==> config.mk <==
export PLATFORM = sky130hd
export DESIGN_NAME = risc_datapath
export DESIGN_NICKNAME = d
export VERILOG_FILES = /design/src/rtl/risc_pkg.sv /design/src/rtl/risc_alu.sv /design/src/rtl/risc_datapath.sv
export SDC_FILE = /design/constraint.sdc
export NUM_CORES = 1
export LEC_CHECK = 0
export CAP_MARGIN = 30
export CORE_ASPECT_RATIO = 1.4
export CORE_MARGIN = 2
export CORE_UTILIZATION = 55
export CTS_CLUSTER_SIZE = 24
export DETAILED_ROUTE_END_ITERATION = 6
export GPL_TIMING_DRIVEN = 0
export PLACE_DENSITY = 0.95
export SYNTH_ARGS = -nofsm -noshare
export SYNTH_HDL_FRONTEND = slang
export SYNTH_SLANG_ARGS = --single-unit
==> constraint.sdc <==
create_clock -name clk -period 3.7 [get_ports clk]
set_input_delay 0.74 -clock clk [delete_from_list [all_inputs] [get_ports clk]]
set_output_delay 0.74 -clock clk [all_outputs]
set_load 0.02 [all_outputs]
==> src/rtl/risc_pkg.sv <==
// Shared VeriRisc definitions: opcode encoding used by the datapath and sequence controller.
package risc_pkg;

    localparam int OPW = 3;

    typedef enum logic [OPW-1:0] {
        OP_HLT = 3'd0,
        OP_SKZ = 3'd1,
        OP_ADD = 3'd2,
        OP_AND = 3'd3,
        OP_XOR = 3'd4,
        OP_LDA = 3'd5,
        OP_STO = 3'd6,
        OP_JMP = 3'd7
    } opcode_t;

endpackage

==> src/rtl/risc_alu.sv <==
// Combinational VeriRisc ALU: result selected by the IR opcode from ACC and memory read data.
module risc_alu
    import risc_pkg::*;
#(
    parameter int DWIDTH = 8
) (
    input  opcode_t             opcode,
    input  logic [DWIDTH-1:0]   acc,
    input  logic [DWIDTH-1:0]   data,
    output logic [DWIDTH-1:0]   result
);

    always_comb begin
        result = acc;
        case (opcode)
            OP_ADD:  result = acc + data;   // carry discarded by width
            OP_AND:  result = acc & data;
            OP_XOR:  result = acc ^ data;
            OP_LDA:  result = data;
            default: result = acc;          // HLT/SKZ/STO/JMP pass ACC through
        endcase
    end

endmodule

==> src/rtl/risc_datapath.sv <==
// VeriRisc datapath: IR, ACC, PC and halt flag, plus ALU, address mux and data-bus driver.
module risc_datapath
    import risc_pkg::*;
#(
    parameter int DWIDTH = 8,
    parameter int AWIDTH = 5
) (
    input  logic              clk,
    input  logic              rst,
    input  logic [DWIDTH-1:0] data_in,
    input  logic              ld_ir,
    input  logic              ld_acc,
    input  logic              ld_pc,
    input  logic              inc_pc,
    input  logic              sel,
    input  logic              data_e,
    input  logic              halt,
    output logic [OPW-1:0]    opcode,
    output logic              zero,
    output logic [AWIDTH-1:0] addr,
    output logic [DWIDTH-1:0] data_out,
    output logic              data_oe,
    output logic              halted
);

    logic [DWIDTH-1:0] ir, acc, alu_res;
    logic [AWIDTH-1:0] pc;
    opcode_t           op;

    assign op = opcode_t'(ir[DWIDTH-1 -: OPW]);

    risc_alu #(.DWIDTH(DWIDTH)) u_alu (
        .opcode (op),
        .acc    (acc),
        .data   (data_in),
        .result (alu_res)
    );

    // ACC samples the ALU driven by the pre-edge IR, so ld_ir+ld_acc together is well defined.
    always_ff @(posedge clk or negedge rst) begin
        if (!rst) begin
            ir     <= '0;
            acc    <= '0;
            pc     <= '0;
            halted <= 1'b0;
        end else begin
            if (ld_ir)  ir  <= data_in;
            if (ld_acc) acc <= alu_res;
            if (halt && op == OP_HLT) halted <= 1'b1;
            if (!halted) begin
                if (ld_pc)       pc <= ir[AWIDTH-1:0];
                else if (inc_pc) pc <= pc + 1'b1;
            end
        end
    end

    assign opcode   = ir[DWIDTH-1 -: OPW];
    assign zero     = (acc == '0);
    assign addr     = sel ? pc : ir[AWIDTH-1:0];
    assign data_out = acc;
    assign data_oe  = data_e;

endmodule

; ---- After elaboration in Yosys (flattened, before gate mapping)
; Cells that the tools add are included.
[totals]
out_inout_bits = 19
register_bits = 22
[classes]
addsub = 2
reduce_logical = 7
n_bitwise = 3
muxes = 4
eq_ne = 4
[op_table]
columns = cell, count
row1 = $pmux W8 S4, 1
row2 = $mux W5, 3
row3 = $add A8 B8 Y8, 1
row4 = $and A8 B8 Y8, 1
row5 = $logic_not A8 Y1, 1
row6 = $xor A8 B8 Y8, 1
row7 = $eq A3 B2 Y1 const B, 2
row8 = $eq A3 B3 Y1 const B, 2
row9 = $add A5 B1 Y5 const B, 1
row10 = $reduce_and A2 Y1, 2
row11 = $reduce_bool A4 Y1, 1
row12 = $logic_not A3 Y1, 1
row13 = $reduce_bool A2 Y1, 1
row14 = $logic_and A1 B1 Y1, 1
row15 = $not A1 Y1, 1

; ---- Logic depth before layout (Yosys ltp)
; Gate-level depths: netlist of the first run.
[depth]
depth_word = 3
ltp_mapped = 6
depth_no_buf = 6

; ---- Cells and area by module
; From an unflattened synthesis of the first run, not the netlist that was laid out.
[unflattened]
cells_unflattened = 192
hier_area_um2 = 1730.4
[by_module_without_submodules]
columns = mod, cells_per_inst, area_per_inst_um2, instances
row1 = risc_datapath, 85, 1047.3, 1
row2 = risc_alu, 107, 683.2, 1

; ---- Worst setup path after synthesis of the first run
; OpenSTA, ideal clock, no wires.
[synth_timing]
path_type = input -> register
start = input port data_in[0]
end = register acc[4] (netlist: data_out[4])
path_stages = 6
path_slack_ps = 1499
setup_time_ps = 66
t_arrival_ps = 2135
path_buffers = 0
path_cell_list = ha_1 fa_1 a211oi_1 nor2_1 nor4_1 o31a_1
[synth_via]
elab_chain_cells = 2
[synth_lines]
columns = item, line
row1 = from (decl), risc_datapath.sv:10  ; input logic [DWIDTH-1:0] data_in,
row2 = $add A8 B8 Y8, risc_alu.sv:16  ; OP_ADD: result = acc + data;
row3 = $pmux W8 S4, risc_alu.sv:15  ; case (opcode)
row4 = to (signal assigned), risc_datapath.sv:48  ; if (ld_acc) acc <= alu_res;
row5 = to (decl), risc_datapath.sv:26  ; logic [DWIDTH-1:0] ir, acc, alu_res;
; No other way between the ends.
; A chain may end at the register's enable or synchronous reset.

; ---- Worst setup path after layout of the first run
[layout_timing]
start = input port sel
end = output port addr[0]
[layout_via]
elab_chain_cells = 1
[layout_lines]
columns = item, line
row1 = from (decl), risc_datapath.sv:15  ; input logic sel,
row2 = $mux W5, risc_datapath.sv:59  ; assign addr = sel ? pc : ir[AWIDTH-1:0];
row3 = to (decl), risc_datapath.sv:20  ; output logic [AWIDTH-1:0] addr,
; No other way between the ends.

==> results of run 1 <==
[synthesized netlist by cell type (all sizes together) (5+ instances only)]
cell type	number	area, sq um
mux2	13	146
buf	10	76.3
o21ai	13	65.1
nand2	10	37.5
nor3	5	25.0
nor2	14	52.6
a211oi	6	45.0
dfrtp	22	551
nand2b	6	45.0
a21oi	13	65.1
ha	9	113
[sequential cells by signal (all words and copies together) (netlist names)]
| register | cells |
|---|---|
| data_out | 8 |
| pc | 5 |
| ir | 8 |
| halted | 1 |
[power breakdown]
group          switching [mW]  total, mW  internal [mW]
Sequential             0.0858      0.397          0.311
Combinational           0.370      0.707          0.337
Clock                  0.0800      0.175         0.0950
Total                   0.536       1.28          0.743
[cell type report]
cell class / instances / area share
timing repair buffer: 34 / 0.168
buffer: 13 / 0.0411
tap: 37 / 0.0217
sequential: 22 / 0.258
clock buffer: 4 / 0.0258
multi-input combinational: 143 / 0.485
[worst min-delay path by stage]
stage                     startpoint           to  slack, ps  depth (start not counted)
final                          ir[1]        ir[1]        540                          1
after global routing           ir[1]        ir[1]        560                          1
after CTS                      pc[1]        pc[1]        540                          2
after detailed placement       pc[1]        pc[1]        520                          2
after global placement         pc[1]        pc[1]        510                          2
after floorplan                  rst  data_out[0]        440                          0
[critical path, delay by kind of cell]
kind     cells  cell delay [ps]
mux          1              360
buf+inv      2             1130
[layer usage]
metal	wire length [microns]	vias to the layer above
li1	-	750
met1	1780	748
met2	2220	71
met3	253	13
met4	86	0
met5	0	-
[stage by stage]
stage                     instances   util
after floorplan                 178      -
after global placement          248  0.712
after detailed placement        249  0.722
after CTS                       253  0.741
after global routing            253  0.741
final                           253  0.741
[logic make-up after synthesis]
family | Yosys count | synth area share
xor gates and xnor gates | 1 | 0.00524
and+or+nand+nor | 57 | 0.194
muxes | 15 | 0.0995
adders and majority gates | 10 | 0.0793
AOI/OAI and AO/OA | 60 | 0.241
DFF | 22 | 0.329
buffers and inverters | 13 | 0.0523
==> impl_metrics.tcl, run 1 <==
set metrics [dict create \
    wl_per_cell_microns 17.1 \
    cp_common_cell "clkdlybuf4s50_1" \
    synth_flop_cell "dfrtp_1" \
    peakVddDrop_v 0.000394 \
    fmax_mhz 336 \
    r2r-start "data_out[0]" \
    total_power_mw 1.28 \
    worst_path_max_delay_cell "clkdlybuf4s50_1" \
    r2r_cells 6 \
    grt_use_met2 0.442 \
    required_ps 2960 \
    crit_path_end_kind "output pin" \
    setup_violations 0 \
    run_status "finished, final reports clean" \
    final_antenna_net_count 0 \
    drt_pass1_iterations 4 \
    grt-busiest-layer "met2" \
    cts_max_level 1 \
    final_common_cell "clkdlybuf4s50_1" \
    synthCells 178 \
    fin_crit_ps 2980 \
    max-cap-violations 0 \
    cts-buffers-inserted 3 \
    start_kind "input port" \
    grtUsageMet1 0.347 \
    powerDensity_nw_per_um2 600 \
    worst_slack_ps 720 \
    arrival_ps 2240 \
    port-buffer-count 33 \
    std_cell_rows 23 \
    drive_gt1_frac 0.144 \
    clkSlewWorstSetupHoldPaths_ps 80 \
    synth_edf_count 0 \
    clk_latency_ps 270 \
    dr_total_vias 1582 \
    critPathMaxStageDelay_ps 600 \
    place_congestion 0.908 \
    avgSynthCellArea_sq_um 9.40 \
    drv_slew 0 \
    post_cts_buffers 0 \
    vias_per_cell 6.25 \
    crit_chain "clkdlybuf4s50_1 -> mux2_2 -> clkdlybuf4s50_1" \
    core_area_sq_um 2880 \
    post-route-cell-area_sq_um 2130 \
    grt_usage 0.266 \
    die_w_microns 50.6 \
    finalCritPeriodShare 0.805 \
    drt-initial-drc-count 52 \
    fin_skew_ps 4.43 \
    grt_pass1_wl_microns 7270 \
    drc_errors 0 \
    clock_sinks 22 \
    cts_tree "built" \
    relSlewSlack 0.691 \
    diodes 0 \
    tightestPinTransition_ps 461 \
    whs_ps 541 \
    startpoint "sel" \
    die_h_microns 69.3 \
    start_util 0.581 \
    worstSetupPathType "in2out" \
    fillCellCount 225 \
    grt.overflow.total 0 \
    clk_path_buf_depth 2 \
    hold_class "reg2reg" \
    antenna_found_initial 0 \
    most-common-layout-cells "33 x clkdlybuf4s50_1, 22 x dfrtp_1, 14 x nor2_1" \
    syn_area_sq_um 1670 \
    area_delta_synth_final_pct 27.4 \
    path_max_fanout 5 \
    ctsHoldBuffers 0 \
    syn_nets 205 \
    r2r_slack_ps 1610 \
    synth_seq_cells 22 \
    ys_types 49 \
    post-place-ws_ps 707 \
    finalHoldViolCount 0 \
    grt_pass1_vias 1520 \
    placed_area_sq_um 2080 \
    final-seq-area_sq_um 551 \
    dieArea_sq_um 3510 \
    wirelength_microns 4340 \
    synth_seq_area_share 0.329 \
    p_leak_nw 0.843 \
    use_met3 0.0259 \
    crit_path_end "addr[0]" \
    cts_root_buf "clkbuf_8" \
    timing.setup.tns_ps 0 \
    rsz0062_at_grt "no" \
    hpwl_microns 3330 \
    yosysWarnings 0 \
    ios 36 \
    reg2reg_to "data_out[6]" \
    final_nets 244 \
    grt_max_degree 18 \
    multi_input_area_sq_um 1030 \
    async_reset_ff_frac 1.00 \
    cts_resized 0 \
]
Power figures use the tool's default switching activity.
==> run 2, diff against run 1 <==
--- a/config.mk
+++ b/config.mk
@@ -8,11 +8,11 @@
 export CAP_MARGIN = 30
 export CORE_ASPECT_RATIO = 1.4
 export CORE_MARGIN = 2
-export CORE_UTILIZATION = 55
+export CORE_UTILIZATION = 51
 export CTS_CLUSTER_SIZE = 24
 export DETAILED_ROUTE_END_ITERATION = 6
 export GPL_TIMING_DRIVEN = 0
-export PLACE_DENSITY = 0.95
+export PLACE_DENSITY = 0.89
 export SYNTH_ARGS = -nofsm -noshare
 export SYNTH_HDL_FRONTEND = slang
 export SYNTH_SLANG_ARGS = --single-unit
==> constraint.sdc (replaced) <==
create_clock -name clk -period 2.8 [get_ports clk]
set_input_delay 0.56 -clock clk [delete_from_list [all_inputs] [get_ports clk]]
set_output_delay 0.56 -clock clk [all_outputs]
set_load 0.02 [all_outputs]
==> impl_metrics.tcl, run 2 (synthesis gave the netlist of run 1 again) <==
set metrics [dict create \
    run_status "finished, final reports clean" \
    cts-buffers-inserted 3 \
    max-cap-violations 0 \
    vias_per_cell 6.33 \
    cts_resized 0 \
    cts_max_level 1 \
    post-place-ws_ps 102 \
    relSlewSlack 0.654 \
    start_kind "input port" \
    std_cell_rows 24 \
    clkSlewWorstSetupHoldPaths_ps 80 \
    total_power_mw 1.69 \
    worst_slack_ps 161 \
    fin_util 0.683 \
    timing.setup.tns_ps 0 \
    clk_latency_ps 270 \
    placed_area_sq_um 2080 \
    p_leak_nw 0.843 \
    drive_gt1_frac 0.144 \
    hold_class "reg2reg" \
    grt.overflow.total 0 \
    path_max_fanout 5 \
    most-common-layout-cells "33 x clkdlybuf4s50_1, 22 x dfrtp_1, 14 x nor2_1" \
    port-buffer-count 33 \
    setup_violations 0 \
    ios 36 \
    fin_skew_ps 0.703 \
    wl_per_cell_microns 17.0 \
    clock_sinks 22 \
    crit_path_end_kind "output pin" \
    die_w_microns 52.4 \
    cts_root_buf "clkbuf_8" \
    die_h_microns 71.8 \
    antenna_found_initial 0 \
    grt_usage 0.258 \
    powerDensity_nw_per_um2 792 \
    arrival_ps 2080 \
    post_cts_buffers 0 \
    dieArea_sq_um 3760 \
    fmax_mhz 379 \
    finalCritPeriodShare 0.942 \
    post-route-cell-area_sq_um 2130 \
    place_congestion 0.905 \
    dp.cells 251 \
    grt_max_degree 17 \
    wirelength_microns 4330 \
    whs_ps 533 \
    grt_pass1_wl_microns 7290 \
    clk_path_buf_depth 2 \
    fin_crit_ps 2640 \
    final_cells 255 \
    diodes 0 \
    rsz0062_at_grt "no" \
    drt_pass1_iterations 5 \
    cts_tree "built" \
    required_ps 2240 \
    grt_pass1_vias 1572 \
    core_area_sq_um 3120 \
    drc_errors 0 \
    start_util 0.536 \
    finalHoldViolCount 0 \
    final_nets 244 \
    dr_total_vias 1614 \
    worstSetupPathType "in2out" \
    tightestPinTransition_ps 515 \
    peakVddDrop_v 0.000597 \
    area_delta_synth_final_pct 27.6 \
    ctsHoldBuffers 0 \
    final_antenna_net_count 0 \
    drv_slew 0 \
    final_common_cell "clkdlybuf4s50_1" \
    drt-initial-drc-count 42 \
    hpwl_microns 3370 \
]
[run 2: power by group]
group / switching (mW) / internal, mW / leakage (nW) / total, mW
combinational: 0.489 / 0.445 / 0.564 / 0.935
clock: 0.107 / 0.126 / 0.0288 / 0.232
sequential: 0.113 / 0.411 / 0.250 / 0.524
total: 0.709 / 0.982 / 0.843 / 1.69
[run 2: per-layer routing]
| layer | track usage | share of wire |
|---|---|---|
| met1 | 0.322 | 0.41 |
| met2 | 0.428 | 0.52 |
| met3 | 0.0271 | 0.046 |
| met4 | 0.137 | 0.022 |
| met5 | 0 | 0 |
[run 2: final timing paths]
kind | startpoint | to | slack (ps) | cells past startpoint
min in group asynchronous | rst | halted | 610 | 1
max in group asynchronous | rst | data_out[2] | 1760 | 2
worst min-delay path | ir[4] | ir[4] | 530 | 1
worst max-delay path | sel | addr[4] | 160 | 3
worst max register to register | data_out[0] | data_out[4] | 720 | 6
worst min register to register | ir[4] | ir[4] | 530 | 1
[run 2: final cells by class]
cell class | instances | area (sq um)
Buffer | 13 | 87.6
Timing Repair Buffer | 34 | 358
Clock buffer | 4 | 55.1
Multi-Input combinational cell | 143 | 1030
Fill cell | 278 | 988
Tap cell | 39 | 48.8
Sequential cell | 22 | 551
[run 2: critical path, stage by stage]
cell	delay [ps]
clkdlybuf4s50_1	610
mux2_2	370
clkdlybuf4s50_1	530
